<file path="config.mk">
export PLATFORM = sky130hd
export DESIGN_NAME = clause_batch_driver_flat
export DESIGN_NICKNAME = d
export VERILOG_FILES = /design/src/rtl/clause_eval_pkg.sv /design/src/rtl/clause_batch_driver_if.sv /design/src/rtl/break_popcount.sv /design/src/rtl/clause_batch_driver.sv /design/src/flat_wrapper.sv
export SDC_FILE = /design/constraint.sdc
export NUM_CORES = 1
export LEC_CHECK = 0
export BUFFER_PORTS_ARGS = -buffer_cell sky130_fd_sc_hd__buf_4
export CORE_MARGIN = 1
export CORE_UTILIZATION = 46
export DETAILED_ROUTE_END_ITERATION = 12
export PLACE_DENSITY_LB_ADDON = 0.3
export SYNTH_ARGS = -nofsm -noshare
export SYNTH_HDL_FRONTEND = slang
export SYNTH_HIERARCHICAL = 1
export SYNTH_SLANG_ARGS = --single-unit
</file>
<file path="constraint.sdc">
create_clock -name clk_i -period 2.47 [get_ports clk_i]
set_clock_uncertainty 0.1 [all_clocks]
set_input_delay 0.494 -clock clk_i [delete_from_list [all_inputs] [get_ports clk_i]]
set_output_delay 0.494 -clock clk_i [all_outputs]
set_load 0.02 [all_outputs]
</file>
<file path="src/rtl/clause_eval_pkg.sv">
// Shared definitions for the clause batch driver: default sizing, FSM state
// encodings, and the literal padding constants used to fill incomplete batches.
package clause_eval_pkg;

    localparam int unsigned DEF_CLUSTER_SIZE = 20;
    localparam int unsigned DEF_NSAT         = 3;
    localparam int unsigned DEF_REDUCE       = 1;
    localparam int unsigned K                = DEF_NSAT - DEF_REDUCE;
    localparam int unsigned DEF_NUM_VARS     = 256;
    localparam int unsigned DEF_EVAL_LAT     = 1;
    localparam int unsigned DEF_CNT_W        = 16;

    // FSM state encodings
    localparam logic [2:0] ST_IDLE  = 3'd0;
    localparam logic [2:0] ST_FILL  = 3'd1;
    localparam logic [2:0] ST_ISSUE = 3'd2;
    localparam logic [2:0] ST_WAIT  = 3'd3;
    localparam logic [2:0] ST_ACC   = 3'd4;
    localparam logic [2:0] ST_DONE  = 3'd5;
    localparam logic [2:0] ST_DRAIN = 3'd6;

    // One literal as seen by the evaluator: variable value and negation flag
    typedef struct packed {
        logic val;
        logic neg;
    } lit_t;

    // Padding literals: TRUE keeps an empty clause satisfied, FALSE leaves a
    // partial clause decided only by the literals it really has.
    localparam lit_t LIT_TRUE  = '{val: 1'b1, neg: 1'b0};
    localparam lit_t LIT_FALSE = '{val: 1'b0, neg: 1'b0};

    function automatic int unsigned lits_per_clause(input int unsigned nsat,
                                                    input int unsigned reduce);
        return nsat - reduce;
    endfunction

endpackage

</file>
<file path="src/rtl/clause_batch_driver_if.sv">
// Literal stream + evaluator cluster bus of the clause batch driver.
//   lit_valid/lit_ready/lit_var/lit_neg/lit_last : occurrence-list literal stream
//   var_val/var_neg                               : per-slot literal drive to the cluster (slot c*LITS+k)
//   brk                                           : per-clause break bits from the cluster
// master = driver side, slot = reader/cluster side.
interface clause_batch_driver_if #(
    parameter int unsigned CLUSTER_SIZE = clause_eval_pkg::DEF_CLUSTER_SIZE,
    parameter int unsigned LITS         = clause_eval_pkg::K,
    parameter int unsigned VAR_W        = 8
);
    logic                         lit_valid;
    logic                         lit_ready;
    logic [VAR_W-1:0]             lit_var;
    logic                         lit_neg;
    logic                         lit_last;
    logic [LITS*CLUSTER_SIZE-1:0] var_val;
    logic [LITS*CLUSTER_SIZE-1:0] var_neg;
    logic [CLUSTER_SIZE-1:0]      brk;

    modport master (
        input  lit_valid, lit_var, lit_neg, lit_last, brk,
        output lit_ready, var_val, var_neg
    );

    modport slave (
        output lit_valid, lit_var, lit_neg, lit_last, brk,
        input  lit_ready, var_val, var_neg
    );
endinterface

</file>
<file path="src/rtl/break_popcount.sv">
// Combinational population count of the cluster break vector.
//   bits_i       : N break bits
//   popcnt_c_o   : number of set bits (combinational)
module break_popcount #(
    parameter int unsigned N     = 20,
    parameter int unsigned OUT_W = $clog2(N + 1)
) (
    input  logic [N-1:0]     bits_i,
    output logic [OUT_W-1:0] popcnt_c_o
);

    always_comb begin
        popcnt_c_o = '0;
        for (int i = 0; i < int'(N); i++) begin
            popcnt_c_o = popcnt_c_o + OUT_W'(bits_i[i]);
        end
    end

endmodule

</file>
<file path="src/rtl/clause_batch_driver.sv">
// Clause batch driver: packs a streamed literal list into batches of
// CLUSTER_SIZE clauses, looks each literal up in the current assignment,
// drives the evaluator cluster and accumulates the returned break count.
// Ports:
//   clk_i, reset_ni      : clock, asynchronous active-low reset
//   start_i              : begin a new evaluation (IDLE only)
//   assign_i             : current assignment, stable while busy_o
//   bus (master)         : literal stream in, var_val/var_neg out, brk in
//   busy_o, done_o       : status; done_o pulses once when break_cnt_o is final
//   break_cnt_o          : saturating break count
// Optional feature macro BREAK_THRESH_EN adds thresh_i/aborted_o: once the
// count reaches thresh_i after a non-final batch the rest of the list is
// drained unevaluated and the run ends with aborted_o set.
module clause_batch_driver
    import clause_eval_pkg::*;
#(
    parameter int unsigned CLUSTER_SIZE = DEF_CLUSTER_SIZE,
    parameter int unsigned NSAT         = DEF_NSAT,
    parameter int unsigned REDUCE       = DEF_REDUCE,
    parameter int unsigned NUM_VARS     = DEF_NUM_VARS,
    parameter int unsigned VAR_W        = $clog2(NUM_VARS),
    parameter int unsigned EVAL_LAT     = DEF_EVAL_LAT,
    parameter int unsigned CNT_W        = DEF_CNT_W
) (
    input  logic                     clk_i,
    input  logic                     reset_ni,
    input  logic                     start_i,
    input  logic [NUM_VARS-1:0]      assign_i,
    clause_batch_driver_if.master    bus,
    output logic                     busy_o,
    output logic                     done_o,
    output logic [CNT_W-1:0]         break_cnt_o
`ifdef BREAK_THRESH_EN
    ,
    input  logic [CNT_W-1:0]         thresh_i,
    output logic                     aborted_o
`endif
);

    localparam int unsigned LITS  = lits_per_clause(NSAT, REDUCE);
    localparam int unsigned SLOTS = LITS * CLUSTER_SIZE;
    localparam int unsigned CW    = $clog2(CLUSTER_SIZE + 1);
    localparam int unsigned KW    = (LITS > 1) ? $clog2(LITS) : 1;
    localparam int unsigned SW    = (SLOTS > 1) ? $clog2(SLOTS) : 1;
    localparam int unsigned PW    = $clog2(CLUSTER_SIZE + 1);
    localparam int unsigned WW    = (EVAL_LAT > 1) ? $clog2(EVAL_LAT) : 1;
    localparam int unsigned SUM_W = CNT_W + 1;

    logic [2:0]       state_q, state_d;
    logic [CW-1:0]    c_q, c_d;
    logic [KW-1:0]    k_q, k_d;
    logic             last_q, last_d;
    logic [WW-1:0]    wait_q, wait_d;
    logic [SLOTS-1:0] stg_val_q, stg_val_d;
    logic [SLOTS-1:0] stg_neg_q, stg_neg_d;
    logic [SLOTS-1:0] val_q, val_d;
    logic [SLOTS-1:0] neg_q, neg_d;
    logic [CNT_W-1:0] cnt_q, cnt_d;
    logic             busy_q, busy_d;
    logic             done_q, done_d;
    logic             ready_q, ready_d;
`ifdef BREAK_THRESH_EN
    logic             aborted_q, aborted_d;
`endif

    logic [VAR_W-1:0] lit_var;
    logic             accept;
    logic [SW-1:0]    slot;
    logic [PW-1:0]    pop;
    logic [SUM_W-1:0] cnt_sum;
    logic [CNT_W-1:0] cnt_sat;
    logic [SLOTS-1:0] pad_val, pad_neg;

    assign lit_var = bus.lit_var;
    assign accept  = bus.lit_valid & ready_q;
    assign slot    = SW'(c_q) * SW'(LITS) + SW'(k_q);

    break_popcount #(
        .N     (CLUSTER_SIZE),
        .OUT_W (PW)
    ) u_popcount (
        .bits_i     (bus.brk),
        .popcnt_c_o (pop)
    );

    // Saturating accumulate of this batch's breaks
    assign cnt_sum = SUM_W'(cnt_q) + SUM_W'(pop);
    assign cnt_sat = cnt_sum[CNT_W] ? {CNT_W{1'b1}} : cnt_sum[CNT_W-1:0];

    // Batch image with padding; (c_q,k_q) is the first slot never written
    always_comb begin
        pad_val = '0;
        pad_neg = '0;
        for (int cc = 0; cc < int'(CLUSTER_SIZE); cc++) begin
            for (int kk = 0; kk < int'(LITS); kk++) begin
                if ((CW'(cc) < c_q) || ((CW'(cc) == c_q) && (KW'(kk) < k_q))) begin
                    pad_val[cc*LITS+kk] = stg_val_q[cc*LITS+kk];
                    pad_neg[cc*LITS+kk] = stg_neg_q[cc*LITS+kk];
                end else if ((CW'(cc) == c_q) && (k_q != '0)) begin
                    pad_val[cc*LITS+kk] = LIT_FALSE.val;
                    pad_neg[cc*LITS+kk] = LIT_FALSE.neg;
                end else begin
                    pad_val[cc*LITS+kk] = LIT_TRUE.val;
                    pad_neg[cc*LITS+kk] = LIT_TRUE.neg;
                end
            end
        end
    end

    // Next-state and output decode
    always_comb begin
        state_d   = state_q;
        c_d       = c_q;
        k_d       = k_q;
        last_d    = last_q;
        wait_d    = wait_q;
        stg_val_d = stg_val_q;
        stg_neg_d = stg_neg_q;
        val_d     = val_q;
        neg_d     = neg_q;
        cnt_d     = cnt_q;
`ifdef BREAK_THRESH_EN
        aborted_d = aborted_q;
`endif

        case (state_q)
            ST_IDLE: begin
                if (start_i) begin
                    state_d = ST_FILL;
                    cnt_d   = '0;
                    c_d     = '0;
                    k_d     = '0;
`ifdef BREAK_THRESH_EN
                    aborted_d = 1'b0;
`endif
                end
            end
            ST_FILL: begin
                if (accept) begin
                    stg_val_d[slot] = assign_i[lit_var];
                    stg_neg_d[slot] = bus.lit_neg;
                    if (k_q == KW'(LITS - 1)) begin
                        k_d = '0;
                        c_d = c_q + CW'(1);
                    end else begin
                        k_d = k_q + KW'(1);
                    end
                    if (bus.lit_last ||
                        ((c_q == CW'(CLUSTER_SIZE - 1)) && (k_q == KW'(LITS - 1)))) begin
                        state_d = ST_ISSUE;
                        last_d  = bus.lit_last;
                    end
                end
            end
            ST_ISSUE: begin
                val_d   = pad_val;
                neg_d   = pad_neg;
                wait_d  = '0;
                state_d = ST_WAIT;
            end
            ST_WAIT: begin
                if (wait_q == WW'(EVAL_LAT - 1)) begin
                    state_d = ST_ACC;
                end else begin
                    wait_d = wait_q + WW'(1);
                end
            end
            ST_ACC: begin
                cnt_d   = cnt_sat;
                state_d = ST_FILL;
                c_d     = '0;
                k_d     = '0;
                if (last_q) begin
                    state_d = ST_DONE;
                end
`ifdef BREAK_THRESH_EN
                else if (cnt_sat >= thresh_i) begin
                    state_d = ST_DRAIN;
                end
`endif
            end
`ifdef BREAK_THRESH_EN
            ST_DRAIN: begin
                if (accept && bus.lit_last) begin
                    state_d   = ST_DONE;
                    aborted_d = 1'b1;
                end
            end
`endif
            ST_DONE: begin
                state_d = ST_IDLE;
            end
            default: begin
                state_d = ST_IDLE;
            end
        endcase

        busy_d = (state_d != ST_IDLE);
        done_d = (state_d == ST_DONE);
`ifdef BREAK_THRESH_EN
        ready_d = (state_d == ST_FILL) || (state_d == ST_DRAIN);
`else
        ready_d = (state_d == ST_FILL);
`endif
    end

    // State and output registers
    always_ff @(posedge clk_i or negedge reset_ni) begin
        if (!reset_ni) begin
            state_q   <= ST_IDLE;
            c_q       <= '0;
            k_q       <= '0;
            last_q    <= 1'b0;
            wait_q    <= '0;
            stg_val_q <= '0;
            stg_neg_q <= '0;
            val_q     <= '0;
            neg_q     <= '0;
            cnt_q     <= '0;
            busy_q    <= 1'b0;
            done_q    <= 1'b0;
            ready_q   <= 1'b0;
`ifdef BREAK_THRESH_EN
            aborted_q <= 1'b0;
`endif
        end else begin
            state_q   <= state_d;
            c_q       <= c_d;
            k_q       <= k_d;
            last_q    <= last_d;
            wait_q    <= wait_d;
            stg_val_q <= stg_val_d;
            stg_neg_q <= stg_neg_d;
            val_q     <= val_d;
            neg_q     <= neg_d;
            cnt_q     <= cnt_d;
            busy_q    <= busy_d;
            done_q    <= done_d;
            ready_q   <= ready_d;
`ifdef BREAK_THRESH_EN
            aborted_q <= aborted_d;
`endif
        end
    end

    assign bus.lit_ready = ready_q;
    assign bus.var_val   = val_q;
    assign bus.var_neg   = neg_q;
    assign busy_o        = busy_q;
    assign done_o        = done_q;
    assign break_cnt_o   = cnt_q;
`ifdef BREAK_THRESH_EN
    assign aborted_o     = aborted_q;
`endif

endmodule

</file>
<file path="src/flat_wrapper.sv">
// flat-port wrapper written by rule: the top's interface ports become plain ports
module clause_batch_driver_flat import clause_eval_pkg::*;
#(
    parameter int unsigned CLUSTER_SIZE = DEF_CLUSTER_SIZE,
    parameter int unsigned NSAT         = DEF_NSAT,
    parameter int unsigned REDUCE       = DEF_REDUCE,
    parameter int unsigned NUM_VARS     = DEF_NUM_VARS,
    parameter int unsigned VAR_W        = $clog2(NUM_VARS),
    parameter int unsigned EVAL_LAT     = DEF_EVAL_LAT,
    parameter int unsigned CNT_W        = DEF_CNT_W
)
  (clk_i, reset_ni, start_i, assign_i, busy_o, done_o, break_cnt_o, bus_lit_valid, bus_lit_var, bus_lit_neg, bus_lit_last, bus_brk, bus_lit_ready, bus_var_val, bus_var_neg);
  clause_batch_driver_if #(.CLUSTER_SIZE(CLUSTER_SIZE), .LITS((2)), .VAR_W(VAR_W)) bus_i ();
  input  logic clk_i;
  input  logic reset_ni;
  input  logic start_i;
  input  logic [NUM_VARS-1:0] assign_i;
  output logic busy_o;
  output logic done_o;
  output logic [CNT_W-1:0] break_cnt_o;
  input wire logic [$bits(bus_i.lit_valid)-1:0] bus_lit_valid;
  input wire logic [$bits(bus_i.lit_var)-1:0] bus_lit_var;
  input wire logic [$bits(bus_i.lit_neg)-1:0] bus_lit_neg;
  input wire logic [$bits(bus_i.lit_last)-1:0] bus_lit_last;
  input wire logic [$bits(bus_i.brk)-1:0] bus_brk;
  output wire logic [$bits(bus_i.lit_ready)-1:0] bus_lit_ready;
  output wire logic [$bits(bus_i.var_val)-1:0] bus_var_val;
  output wire logic [$bits(bus_i.var_neg)-1:0] bus_var_neg;
  assign bus_i.lit_valid = bus_lit_valid;
  assign bus_i.lit_var = bus_lit_var;
  assign bus_i.lit_neg = bus_lit_neg;
  assign bus_i.lit_last = bus_lit_last;
  assign bus_i.brk = bus_brk;
  assign bus_lit_ready = bus_i.lit_ready;
  assign bus_var_val = bus_i.var_val;
  assign bus_var_neg = bus_i.var_neg;
  clause_batch_driver #(.CLUSTER_SIZE(CLUSTER_SIZE), .NSAT(NSAT), .REDUCE(REDUCE), .NUM_VARS(NUM_VARS), .VAR_W(VAR_W), .EVAL_LAT(EVAL_LAT), .CNT_W(CNT_W)) u_core (.clk_i(clk_i), .reset_ni(reset_ni), .start_i(start_i), .assign_i(assign_i), .bus(bus_i), .busy_o(busy_o), .done_o(done_o), .break_cnt_o(break_cnt_o));
endmodule
</file>
==> metrics.yaml <==
status:
  outcome: "finished with violations"
  failed_checks: "setup timing"
sta:
  post-route-period-util_pct: 214
  worst_slack_ns: -2.80
  tns_ns: -48.07
  rsz0062_at_grt: "yes"
  slew_headroom_pct: 54.2
  worst_slew_pin_slew_ns: 0.679
  setup_viol: 56
  hold_viol: 0
  max_freq_mhz: 190
  drv_slew: 0
  fin_crit_ns: 5.27
power:
  power_density_nw_per_um2: 733
  finalPower_mw: 11.9
  ir_drop_v: 0.000519
  leakage_nw: 7.90
floorplanning:
  initial_core_util_pct: 47.5
  io_pins: 389
  core-area_um2: 23800
  row_count: 56
  dieArea_um2: 25100
  die_w_um: 159
  die_height_um: 159
global_routing:
  antenna_found_initial: 2
  first_global_vias: 10000
  grt_pass1_wl_um: 55800
  grt.total_usage_pct: 30.1
  grt_max_degree: 56
  gr-total-overflow: 0
placed_design:
  gp_congestion: 0.965
  hpwl_um: 29300
  dp_slack_ns: -3.33
  io_buffers: 388
hold_path:
  whs_path_depth: 2
  worstHoldEndpoint: "u_core/last_q"
  min_from: "bus_lit_last"
  hold_class: "input pin to flop"
critical_path:
  path_class: "input pin to flop"
  rrSetupSlack_ns: 0.07
  cp_max_fo: 5
  critPathSlowestCell: "fa_1"
  r2r-start: "u_core/state_q[1]"
  cp_slowest_stage_delay_ns: 0.54
  path_depth: 21
  arrival_ns: 5.53
  critPathBufInv: 5
  r2r_cells: 6
  timing.rr.end: "u_core/stg_neg_q[15]"
  crit_family: "adder cells"
  cp-start-kind: "input pin"
  path_common_cell: "fa_1"
  cp_cell_sequence: "buf_6 -> fa_1 -> inv_1 -> fa_1 -> fa_1 -> fa_1 -> fa_1 -> inv_1 -> ha_2 -> inv_2 -> fa_2 -> xnor2_1 -> ha_1 -> a21oi_2 -> o21bai_2 -> a21oi_2 -> or4b_4 -> nor3_4 -> buf_6 -> a21oi_1 -> o2bb2ai_1"
  worstSetupEndpointType: "flop"
  worstPathRequired_ns: 2.72
cells_and_area:
  utilization_pct: 68.1
  area_delta_synth_final_pct: 43.4
  layout_commonest_cell: "buf_4"
  fillCellCount: 1825
  final_cell_mix: "buf_4 (454), dfrtp_1 (189), nand2_1 (188)"
  layout-drive-gt1-share_pct: 46.5
  nNetsFinal: 1827
synth:
  synth-main-ff-cell: "dfrtp_1"
  ys_warn_count: 6
  ys_types: 67
  synth_edf_count: 0
  async_reset_ff_share_pct: 100
  syn_avg_cell_area_um2: 10.6
  synth.cell_area_um2: 11300
  ys_ff_latch: 189
  syn_inst: 1067
  synth_seq_area_share_pct: 41.9
  synthesis.nets: 1388
drt:
  antenna_left: 0
  routedWlPerCell_um: 20.9
  vias: 10400
  remaining_drc_errors: 0
  dr.pass1.iters: 5
  viasPerCell: 5.66
  totalWireLength_um: 38500
  drtIter0Drc: 889
run:
  maxCapViolCount: 0
clock_network:
  root_buffer: "clkbuf_16"
  clkLatencyLatePin_ns: 0.43
  clock-sinks: 189
  cts_tree: "built"
  clock_path_buffers: 2
  clk_pin_slew_ns: 0.07
  cts_inserted_buffers: 17
  htreeDepth: 4
## cells by family (layout without fill, tap and decap cells)
logic type | Yosys count | after routing | share of synthesized area [%]
AND/OR/NAND/NOR | 356 | 356 | 13.7
AO/OA/AOI/OAI | 208 | 208 | 11.4
flip-flops | 189 | 189 | 41.9
multiplexers | 163 | 163 | 23.0
buffers and inverters | 113 | 565 | 5.03
adder cells (fa/ha/maj) | 31 | 31 | 4.44
XOR/XNOR | 7 | 7 | 0.544
other | 0 | 1 | 0
## power by group
part	total, mW	switching (mW)	internal [mW]
clock network	2.84	1.29	1.55
registers	3.92	0.325	3.60
logic	5.09	2.70	2.39
## layer usage
metal | vias to the layer above | global-route usage, % | wire [µm]
li1 | 4695 | - | -
met4 | 0 | 9.75 | 1030
met1 | 5146 | 39.1 | 15200
met5 | - | 0 | 0
met2 | 507 | 49.8 | 19400
met3 | 57 | 6.51 | 2870
## registers in the layout, summed over array words and instances (netlist names)
register,flops
u_core/busy_o,1
u_core/done_o,1
u_core/stg_val_q,40
u_core/break_cnt_o,16
u_core/stg_neg_q,40
u_core/k_q,1
u_core/last_q,1
u_core/bus.var_neg,40
u_core/bus.lit_ready,1
u_core/c_q,5
u_core/bus.var_val,40
u_core/state_q,3
## synthesized netlist by cell type, types with 4 or more instances
cell      number  area share [%]
inv_1         42             1.4
and2_1        10            0.55
mux2i_1       23             2.0
buf_4          5            0.33
a21oi_1       53             2.4
nor2_1        74             2.5
nand3b_1       5            0.33
a22oi_1        4            0.27
clkbuf_1      40             1.3
nand2_1      188             6.3
ha_1          16             1.8
buf_6          8            0.80
a31o_2         4            0.31
buf_2          9            0.40
mux2_4        17             2.3
a31oi_1       13            0.72
xor2_1         4            0.31
a21o_1         4            0.27
nand2b_1       6            0.33
nand3_1       33             1.5
mux4_1        18             4.2
mux2_2        65             6.5
nor3_1         9            0.40
fa_1          15             2.7
mux4_2        40             8.0
o21ai_0       85             3.8
o221ai_1       5            0.39
nor2b_1       11            0.61
o22ai_1        5            0.28
dfrtp_1      189              42
a22o_1         6            0.47
## worst max-delay path by stage
stage	slack [ns]	from	endpoint
2_1_floorplan	-3.05	bus_brk[0]	u_core/break_cnt_o[11]
3_3_place_gp	-3.20	bus_brk[0]	u_core/break_cnt_o[11]
3_5_place_dp	-3.33	bus_brk[0]	u_core/break_cnt_o[9]
4_1_cts	-2.74	bus_brk[0]	u_core/break_cnt_o[6]
5_1_grt	-2.96	bus_brk[0]	u_core/break_cnt_o[6]
6_report	-2.80	bus_brk[0]	u_core/break_cnt_o[9]
## what timing repair did
action	CTS	global route
pin swaps	15	14
buffers inserted	9	3
resized for setup	56	20
cloned	6	1
endpoints found under the hold margin	41	0
setup endpoints to repair	56	56
hold buffers	1	0
## layout make-up
class / count / area, µm² / area share, %
antenna: 1 / 2.50 / 0.0155
clock buffer: 17 / 425 / 2.63
sequential: 189 / 4730 / 29.2
tap: 319 / 399 / 2.47
timing repair buffer: 488 / 4040 / 25.0
clock inverter: 15 / 196 / 1.21
multi-input combinational: 765 / 6220 / 38.4
inverter: 45 / 169 / 1.04
## metrics by stage
step           instances  instance area, µm²  hold WS (ns)
2_1_floorplan       1067               11400        0.0984
3_3_place_gp        1788               15000         0.352
3_5_place_dp        1788               15000         0.358
4_1_cts             1835               16100         0.219
5_1_grt             1839               16200         0.230
6_report            1839               16200         0.229
No activity file was read; power rests on OpenSTA's default activity.
